## config.mk

```make
export PLATFORM = sky130hd
export DESIGN_NAME = alu_operand_seq
export DESIGN_NICKNAME = d
export VERILOG_FILES = /design/src/rtl/alu_pkg.sv /design/src/rtl/alu_operand_seq.sv
export SDC_FILE = /design/constraint.sdc
export NUM_CORES = 1
export LEC_CHECK = 0
export BUFFER_PORTS_ARGS = -buffer_cell sky130_fd_sc_hd__clkbuf_2
export CAP_MARGIN = 25
export CORE_ASPECT_RATIO = 1.25
export CORE_UTILIZATION = 40
export DETAILED_ROUTE_END_ITERATION = 10
export PLACE_DENSITY = 0.69
export REMOVE_ABC_BUFFERS = 1
export SYNTH_ARGS = -nofsm -noshare
export SYNTH_HDL_FRONTEND = slang
export SYNTH_SLANG_ARGS = --single-unit
```

## constraint.sdc

```tcl
create_clock -name clk -period 2.75 [get_ports clk]
set_input_delay 0.6875 -clock clk [delete_from_list [all_inputs] [get_ports clk]]
set_output_delay 0.6875 -clock clk [all_outputs]
set_load 0.02 [all_outputs]
```

## src/rtl/alu_pkg.sv

```systemverilog
// alu_pkg: shared definitions for the ALU operand sequencer.
//   - ALU function codes (ADD, SUB, AND, NOT)
//   - sequencer FSM state encoding
//   - default datapath width
package alu_pkg;

    localparam int N_DEF = 8;

    localparam logic [1:0] ALU_ADD = 2'b00;
    localparam logic [1:0] ALU_SUB = 2'b01;
    localparam logic [1:0] ALU_AND = 2'b10;
    localparam logic [1:0] ALU_NOT = 2'b11;

    typedef enum logic [2:0] {
        IDLE  = 3'd0,
        GET_A = 3'd1,
        GET_B = 3'd2,
        EXEC  = 3'd3,
        HOLD  = 3'd4
    } state_t;

endpackage

```

## src/rtl/alu_operand_seq.sv

```systemverilog
// alu_operand_seq: registered front/back end for a combinational N-bit ALU.
// Takes a command (function code), then collects operand A and operand B
// from a shared one-word-per-cycle data bus, presents them to the ALU, and
// captures the ALU result into a valid/ready-handshaked output register.
//
// Ports:
//   clk                 rising-edge clock
//   rst                 asynchronous active-low reset
//   cmd_valid/ready     command handshake (ready only in IDLE)
//   cmd_func            function: 00 ADD, 01 SUB, 10 AND, 11 NOT
//   data_in/data_valid  operand bus
//   alu_inp1/2, alu_func  latched ALU inputs
//   alu_out             combinational ALU result
//   res_valid/ready     result handshake
//   res_data, res_zero  registered result and zero flag
//   res_carry           carry/borrow flag (only with ALU_CARRY_EN)
//   busy                high whenever not IDLE
//
// Optional feature macro: ALU_CARRY_EN adds the res_carry output and an
// internal (N+1)-bit adder/subtractor that derives it.
module alu_operand_seq
    import alu_pkg::*;
#(
    parameter int N = N_DEF
) (
    input  logic         clk,
    input  logic         rst,
    input  logic         cmd_valid,
    output logic         cmd_ready,
    input  logic [1:0]   cmd_func,
    input  logic [N-1:0] data_in,
    input  logic         data_valid,
    output logic [N-1:0] alu_inp1,
    output logic [N-1:0] alu_inp2,
    output logic [1:0]   alu_func,
    input  logic [N-1:0] alu_out,
    output logic         res_valid,
    input  logic         res_ready,
    output logic [N-1:0] res_data,
    output logic         res_zero,
`ifdef ALU_CARRY_EN
    output logic         res_carry,
`endif
    output logic         busy
);

    state_t state;
    state_t state_next;

    // State register
    always_ff @(posedge clk or negedge rst) begin
        if (!rst) begin
            state <= IDLE;
        end else begin
            state <= state_next;
        end
    end

    // Next-state logic; GET_A/GET_B wait indefinitely for data_valid
    always_comb begin
        state_next = state;
        case (state)
            IDLE:  if (cmd_valid) state_next = GET_A;
            GET_A: if (data_valid) state_next = (alu_func == ALU_NOT) ? EXEC : GET_B;
            GET_B: if (data_valid) state_next = EXEC;
            EXEC:  state_next = HOLD;
            HOLD:  if (res_ready) state_next = IDLE;
            default: state_next = IDLE;
        endcase
    end

    // Outputs decoded from the registered state
    always_comb begin
        cmd_ready = (state == IDLE);
        busy      = (state != IDLE);
        res_valid = (state == HOLD);
    end

`ifdef ALU_CARRY_EN
    // Bit N of the widened sum is carry-out for ADD and borrow for SUB
    logic [N:0] ext_sum;
    logic       carry_next;

    always_comb begin
        ext_sum = '0;
        case (alu_func)
            ALU_ADD: ext_sum = {1'b0, alu_inp1} + {1'b0, alu_inp2};
            ALU_SUB: ext_sum = {1'b0, alu_inp1} - {1'b0, alu_inp2};
            default: ext_sum = '0;
        endcase
    end

    assign carry_next = |(ext_sum >> N);
`endif

    // Operand, function and result registers. alu_* keep their values after
    // HOLD until the next command overwrites them.
    always_ff @(posedge clk or negedge rst) begin
        if (!rst) begin
            alu_inp1  <= '0;
            alu_inp2  <= '0;
            alu_func  <= ALU_ADD;
            res_data  <= '0;
            res_zero  <= 1'b0;
`ifdef ALU_CARRY_EN
            res_carry <= 1'b0;
`endif
        end else begin
            case (state)
                IDLE: begin
                    if (cmd_valid) alu_func <= cmd_func;
                end
                GET_A: begin
                    if (data_valid) begin
                        alu_inp1 <= data_in;
                        // NOT has no second operand; drive a clean zero
                        if (alu_func == ALU_NOT) alu_inp2 <= '0;
                    end
                end
                GET_B: begin
                    if (data_valid) alu_inp2 <= data_in;
                end
                EXEC: begin
                    res_data  <= alu_out;
                    res_zero  <= (alu_out == '0);
`ifdef ALU_CARRY_EN
                    res_carry <= carry_next;
`endif
                end
                default: ;
            endcase
        end
    end

endmodule

```

==> impl_metrics.yaml, run 1 <==
run_status:
  status: "finished with violations"
  failing_checks: "DRC"
synth:
  post_synthesis_sequential_area_ratio_pct: 61.5
  syn-cell-area_um2: 1220
  synth.avg_cell_area_um2: 14.4
  yosysWarningCount: 0
  post_synth_num_cell_types: 25
  ys.flop_type: "sky130_fd_sc_hd__dfrtp_1"
  synth-async-reset-ratio_pct: 100
  synth-edff-count: 0
  synth.ff_latch_count: 30
  synthesized_instance_count: 85
global_routing:
  antenna_violations_before_repair: 0
  grt_start_max_net_pins: 31
  grt_first_pass_wirelength_um: 4210
  globalRoute.totalOverflow: 0
  grt.total_usage_pct: 17.9
  vias_in_the_first_global_route: 917
worst_setup_path:
  worst_setup_path_end_kind: "output port"
  critical_path.startpoint: "state[1]"
  setup_slack_of_the_most_critical_reg_to_reg_path_ns: 1.23
  arrival_time_of_the_worst_setup_path_ns: 1.45
  worst_ep_required_ns: 2.06
  worst_setup_path_start_kind: "flip-flop"
  source_of_the_worst_register_to_register_timing_path: "state[2]"
  worstReg2RegEnd: "alu_inp1[5]"
  critPathKind: "reg2out"
  critPathMaxFanout: 9
  r2r_cell_count: 3
power:
  maximum_vdd_drop_v: 0.000583
  static_leakage_power_nw: 0.802
  post-layout-total-power_mw: 1.98
  pwr_cell_area_nw_per_um2: 1270
floorplan:
  io_pins: 53
  die_area_um2: 3280
  core.rowCount: 22
  start_util_pct: 41.9
  chipHeight_um: 63.8
  die-width_um: 51.4
  core-area_um2: 2920
worst_hold_path:
  timing.hold.worst.class: "in2async"
clock_network:
  worst_setup_hold_path_clk_slew_ns: 0.09
  post-cts-setup-buffer-count: 0
  clk-insertion-delay-late_ns: 0.33
  cts-root-buf: "sky130_fd_sc_hd__clkbuf_4"
  cts_max_path_buffers: 2
  postCtsHoldBufs: 0
  clkSinkCount: 30
  cts_inserted_buffers: 5
  post_cts.resized_instances: 0
  tritoncts: "yes"
  ctsHtreeMaxLevel: 2
timing:
  finalSetupViolCount: 0
  worst-slew-pin-transition_ns: 0.725
  fin_worst_skew_ns: 0.00774
  final-max-slew-violation-count: 0
  min_period_over_period_pct: 77.7
  total_negative_slack_for_setup_checks_ns: 0
  timing.max_slew.rel_slack_pct: 51.7
  grt_setup_unrepaired: "no"
  fmaxAchievable_mhz: 468
  final-hold-violation-count: 0
  layout_min_cycle_time_ns: 2.14
detailed_routing:
  drt.antenna.violating_nets: 0
  detail_route.drc_violations: 1
  dr_total_vias: 887
  routed_via_count_divided_by_cell_count: 4.98
  wirelength_um: 2490
  detailedRoute.firstPassIterationCount: 7
  wl_per_cell_um: 14.0
  dr.first_iter.drc_count: 17
final_layout:
  multi_input_area_um2: 438
  area_growth_pct: 28.2
  design_area_um2: 1570
  nFillCells: 281
  layout.nets: 164
  antenna_cells: 0
  post_route_cells_drive_above_1_share_pct: 57.7
  layout.area.seq_um2: 751
job:
  max_cap_violations: 0
place:
  placed_cell_area_um2: 1510
  buffer_ports.inserted: 52
  final_estimated_routing_congestion_in_global_placement: 0.707
  detail_placement_hpwl_um: 1890
==> synthesized netlist by cell type, types with 2 or more instances <==
master                    count  area, um^2
sky130_fd_sc_hd__a22o_1       8        70.1
sky130_fd_sc_hd__inv_1        2        7.51
sky130_fd_sc_hd__nand2_1      3        11.3
sky130_fd_sc_hd__nor3_1       2        10.0
sky130_fd_sc_hd__mux2_2      16         180
sky130_fd_sc_hd__dfrtp_1     30         751
sky130_fd_sc_hd__buf_2        2        10.0
sky130_fd_sc_hd__nor2_1       2        7.51
sky130_fd_sc_hd__o21ai_0      2        10.0
sky130_fd_sc_hd__mux2_4       2        30.0
sky130_fd_sc_hd__nor4_1       2        12.5
==> how the worst max path moves through the flow <==
stage / endpoint / slack (ns) / depth (start not counted)
2_1_floorplan: cmd_ready / 1.05 / 2
3_3_place_gp: alu_inp1[7] / 0.95 / 4
3_5_place_dp: alu_inp1[6] / 0.91 / 4
4_1_cts: cmd_ready / 0.60 / 3
5_1_grt: cmd_ready / 0.57 / 3
6_report: cmd_ready / 0.61 / 3
==> critical path, cell delays in order (launching register included) <==
cell                       delay (ns)
sky130_fd_sc_hd__dfrtp_1         0.49
sky130_fd_sc_hd__or3_4           0.41
sky130_fd_sc_hd__inv_2           0.07
sky130_fd_sc_hd__clkbuf_2        0.16
==> registers in the layout, indices dropped and copies added, names as in the netlist <==
register  count
res_zero      1
res_data      8
alu_inp2      8
alu_func      2
alu_inp1      8
state         3
==> placed cells by master, fill, tap and decap left out <==
cell type	netlist	final
sky130_fd_sc_hd__clkbuf_4	0	5
sky130_fd_sc_hd__nand2b_4	1	1
sky130_fd_sc_hd__a31oi_1	1	1
sky130_fd_sc_hd__clkbuf_2	0	52
sky130_fd_sc_hd__nand2b_1	1	1
sky130_fd_sc_hd__nand4b_1	1	1
sky130_fd_sc_hd__nor3_1	2	2
sky130_fd_sc_hd__nor2_1	2	2
sky130_fd_sc_hd__inv_2	1	1
sky130_fd_sc_hd__a21oi_1	1	1
sky130_fd_sc_hd__dfrtp_1	30	30
sky130_fd_sc_hd__nor4_1	2	2
sky130_fd_sc_hd__nand2_1	3	3
sky130_fd_sc_hd__mux2_2	16	16
sky130_fd_sc_hd__o21ai_0	2	2
sky130_fd_sc_hd__nor3b_4	1	1
sky130_fd_sc_hd__mux2_4	2	2
sky130_fd_sc_hd__nand3_1	1	1
sky130_fd_sc_hd__clkinv_2	0	1
sky130_fd_sc_hd__inv_1	2	2
sky130_fd_sc_hd__or3_4	1	1
sky130_fd_sc_hd__clkbuf_1	0	1
sky130_fd_sc_hd__nand3b_1	1	1
sky130_fd_sc_hd__nand2_2	1	1
sky130_fd_sc_hd__a21o_1	1	1
sky130_fd_sc_hd__mux2i_1	1	1
sky130_fd_sc_hd__clkbuf_8	0	1
sky130_fd_sc_hd__a22o_1	8	8
==> metal layers <==
layer | routed length (um) | up-vias | global-route usage, %
met5 | 0 | - | 0
met4 | 81 | 0 | 12.2
met3 | 84 | 8 | 3.57
met2 | 1340 | 22 | 29.5
met1 | 981 | 440 | 20.2
li1 | - | 417 | -
==> cell families after synthesis <==
| logic type | after synthesis | synth area share (%) |
|---|---|---|
| simple gates | 17 | 9.73 |
| mux | 19 | 18.0 |
| compound gates | 13 | 8.09 |
| buf+inv | 6 | 2.66 |
| flops | 30 | 61.5 |
==> final cells by class <==
type / count / share of cell area (%)
tap: 36 / 2.88
clock buffer: 7 / 3.52
timing repair buffer: 52 / 16.6
clock inverter: 1 / 0.320
multi-input combinational: 49 / 28.0
inverter: 3 / 0.719
sequential: 30 / 48.0
==> stage by stage <==
stage / util [%] / setup WS (ns) / cells / hold slack (ns)
detailed placement: 51.6 / 0.907 / 170 / 0.487
floorplan: - / 1.05 / 82 / 0.392
global route: 53.6 / 0.567 / 178 / 0.451
global placement: 51.6 / 0.945 / 170 / 0.465
finish: 53.6 / 0.612 / 178 / 0.394
CTS: 53.6 / 0.595 / 178 / 0.408
==> power breakdown <==
part / total (mW) / switching [mW] / internal, mW
clock: 0.274 / 0.151 / 0.124
combinational: 0.911 / 0.506 / 0.405
sequential: 0.797 / 0.150 / 0.647
total: 1.98 / 0.807 / 1.18
Power figures use the tool's default switching activity.
==> run 2: changes to the inputs <==
--- a/config.mk
+++ b/config.mk
@@ -10,7 +10,7 @@
 export CORE_ASPECT_RATIO = 1.25
 export CORE_UTILIZATION = 40
 export DETAILED_ROUTE_END_ITERATION = 10
-export PLACE_DENSITY = 0.69
+export PLACE_DENSITY = 0.72
 export REMOVE_ABC_BUFFERS = 1
 export SYNTH_ARGS = -nofsm -noshare
 export SYNTH_HDL_FRONTEND = slang
==> constraint.sdc (replaced) <==
create_clock -name clk -period 1.8 [get_ports clk]
set_input_delay 0.45 -clock clk [delete_from_list [all_inputs] [get_ports clk]]
set_output_delay 0.45 -clock clk [all_outputs]
set_load 0.02 [all_outputs]
==> run 2 against run 1 <==
Critical endpoint unchanged; first-iteration DRC count increased by 53%; clock skew decreased by 0.0026 ns; power increased by 55%; sequential cell count unchanged; critical path depth unchanged; worst setup slack got worse by 0.56 ns; sequential power increased by 47%; the flow now finishes without violations; global-route usage decreased by 0.46 points; die area unchanged; largest power group unchanged; wire length decreased by 0.44%.
==> impl_metrics.yaml, run 2 (same netlist as run 1, synthesis figures left out) <==
worst_setup_path:
  setup_slack_of_the_most_critical_reg_to_reg_path_ns: 0.19
  critical_path.startpoint: "state[2]"
  worst_setup_path_end_kind: "output port"
  worst_ep_required_ns: 1.35
  critPathKind: "reg2out"
  arrival_time_of_the_worst_setup_path_ns: 1.30
  source_of_the_worst_register_to_register_timing_path: "state[2]"
  worst_setup_path_start_kind: "flip-flop"
  critPathMaxFanout: 2
final_layout:
  largest_registers: "alu_inp1 (8), alu_inp2 (8), res_data (8)"
  layout.cells.most_common_list: "sky130_fd_sc_hd__clkbuf_2 (50), sky130_fd_sc_hd__dfrtp_1 (29), sky130_fd_sc_hd__mux2_2 (16), sky130_fd_sc_hd__a22o_1 (8)"
  post_route_cells_drive_above_1_share_pct: 60.0
  nFillCells: 286
  area_growth_pct: 30.9
  layout.nets: 168
  antenna_cells: 0
  layout_commonest_cell: "sky130_fd_sc_hd__clkbuf_2"
worst_hold_path:
  timing.hold.worst.class: "in2async"
power:
  clock_power_share_pct: 12.0
  internal_power_consumption_mw: 1.82
  post-layout-total-power_mw: 3.07
  p_sw_mw: 1.25
  pwr_cell_area_nw_per_um2: 1920
  static_leakage_power_nw: 0.820
  combPwrFrac_pct: 50.0
  maximum_vdd_drop_v: 0.00106
  swShare_pct: 40.6
  share_seq_of_total_power_pct: 37.9
place:
  detail_placement_hpwl_um: 1790
  buffer_ports.inserted: 52
  final_estimated_routing_congestion_in_global_placement: 0.746
global_routing:
  globalRoute.totalOverflow: 0
  grt.total_usage_pct: 17.4
  grt_start_max_net_pins: 31
  antenna_violations_before_repair: 0
  grt_first_pass_wirelength_um: 4080
  vias_in_the_first_global_route: 897
floorplan:
  die-width_um: 51.4
  die_area_um2: 3280
  start_util_pct: 41.9
  core-area_um2: 2920
  io_pins: 53
  core.rowCount: 22
  chipHeight_um: 63.8
detailed_routing:
  wirelength_um: 2480
  routed_via_count_divided_by_cell_count: 4.92
  dr_total_vias: 890
  dr.first_iter.drc_count: 26
  drt.antenna.violating_nets: 0
  wl_per_cell_um: 13.7
  detail_route.drc_violations: 0
  detailedRoute.firstPassIterationCount: 4
timing:
  timing.max_slew.rel_slack_pct: 58.0
  finalSetupViolCount: 0
  grt_setup_unrepaired: "yes"
  worst-slew-pin-transition_ns: 0.628
  fin_worst_skew_ns: 0.00510
  fmaxAchievable_mhz: 572
  final-max-slew-violation-count: 0
  layout_min_cycle_time_ns: 1.75
  final-hold-violation-count: 0
  total_negative_slack_for_setup_checks_ns: 0
  min_period_over_period_pct: 97.2
clock_network:
  worst_setup_hold_path_clk_slew_ns: 0.10
  cts_max_path_buffers: 2
  clk-insertion-delay-late_ns: 0.33
  postCtsHoldBufs: 0
  cts_inserted_buffers: 5
  cts-root-buf: "sky130_fd_sc_hd__clkbuf_4"
  clkSinkCount: 30
  ctsHtreeMaxLevel: 2
  tritoncts: "yes"
job:
  max_cap_violations: 0
run_status:
  status: "finished clean"
==> run 2: worst paths after layout <==
check | endpoint | depth (start not counted)
max reg2reg | alu_inp1[4] | 4
max | cmd_ready | 3
min | alu_inp1[1] | 2
max in group asynchronous | state[0] | 2
min in group clk | state[2] | 2
min reg2reg | res_zero | 2
==> run 2: power by group through the flow <==
stage / Sequential, mW / Clock [mW] / Combinational (mW)
6_report: 1.17 / 0.370 / 1.54
5_1_grt: 1.20 / 0.415 / 1.64
4_1_cts: 1.17 / 0.384 / 1.53
3_5_place_dp: 1.20 / 0 / 1.44
3_3_place_gp: 1.19 / 0 / 1.41
2_1_floorplan: 1.54 / 0 / 0.606
==> run 2: repair_timing <==
item,in CTS,in global routing
endpoints found under the setup margin,2,2
cloned,0,0
gates resized for setup,3,4
buffers inserted,2,0
==> run 2: per-layer routing <==
layer / track usage, % / share of wire (%)
met5: 0 / 0
met1: 21.1 / 43
met2: 27.1 / 51
met4: 10.1 / 1.7
met3: 5.00 / 3.5
==> run 2: final cells by class <==
cell class	count	area [um^2]	share of cell area [%]
multi-input cells	49	438	27.4
clock inverters	2	10.0	0.626
clock buffers	5	37.5	2.35
well taps	36	45.0	2.82
inverters	3	13.8	0.861
repair buffers	56	303	18.9
flip-flops and latches	30	752	47.0
==> run 2: worst max-delay path, cell delays in order, from the launching register on <==
cell and delay, ns:
sky130_fd_sc_hd__dfrtp_1 0.39, sky130_fd_sc_hd__or3_4 0.40, sky130_fd_sc_hd__inv_4 0.07, sky130_fd_sc_hd__buf_8 0.10
==> run 2: per-stage QoR <==
| stage | hold WS, ns | area (um^2) | setup slack (ns) | std cells | utilization (%) |
|---|---|---|---|---|---|
| 2_1_floorplan | 0.154 | 1200 | 0.290 | 82 | - |
| 3_3_place_gp | 0.465 | 1520 | 0.220 | 172 | 52.1 |
| 3_5_place_dp | 0.480 | 1520 | 0.184 | 172 | 52.1 |
| 4_1_cts | 0.117 | 1590 | 0.00585 | 181 | 54.6 |
| 5_1_grt | 0.123 | 1600 | 0.00487 | 181 | 54.8 |
| 6_report | 0.104 | 1600 | 0.0509 | 181 | 54.8 |
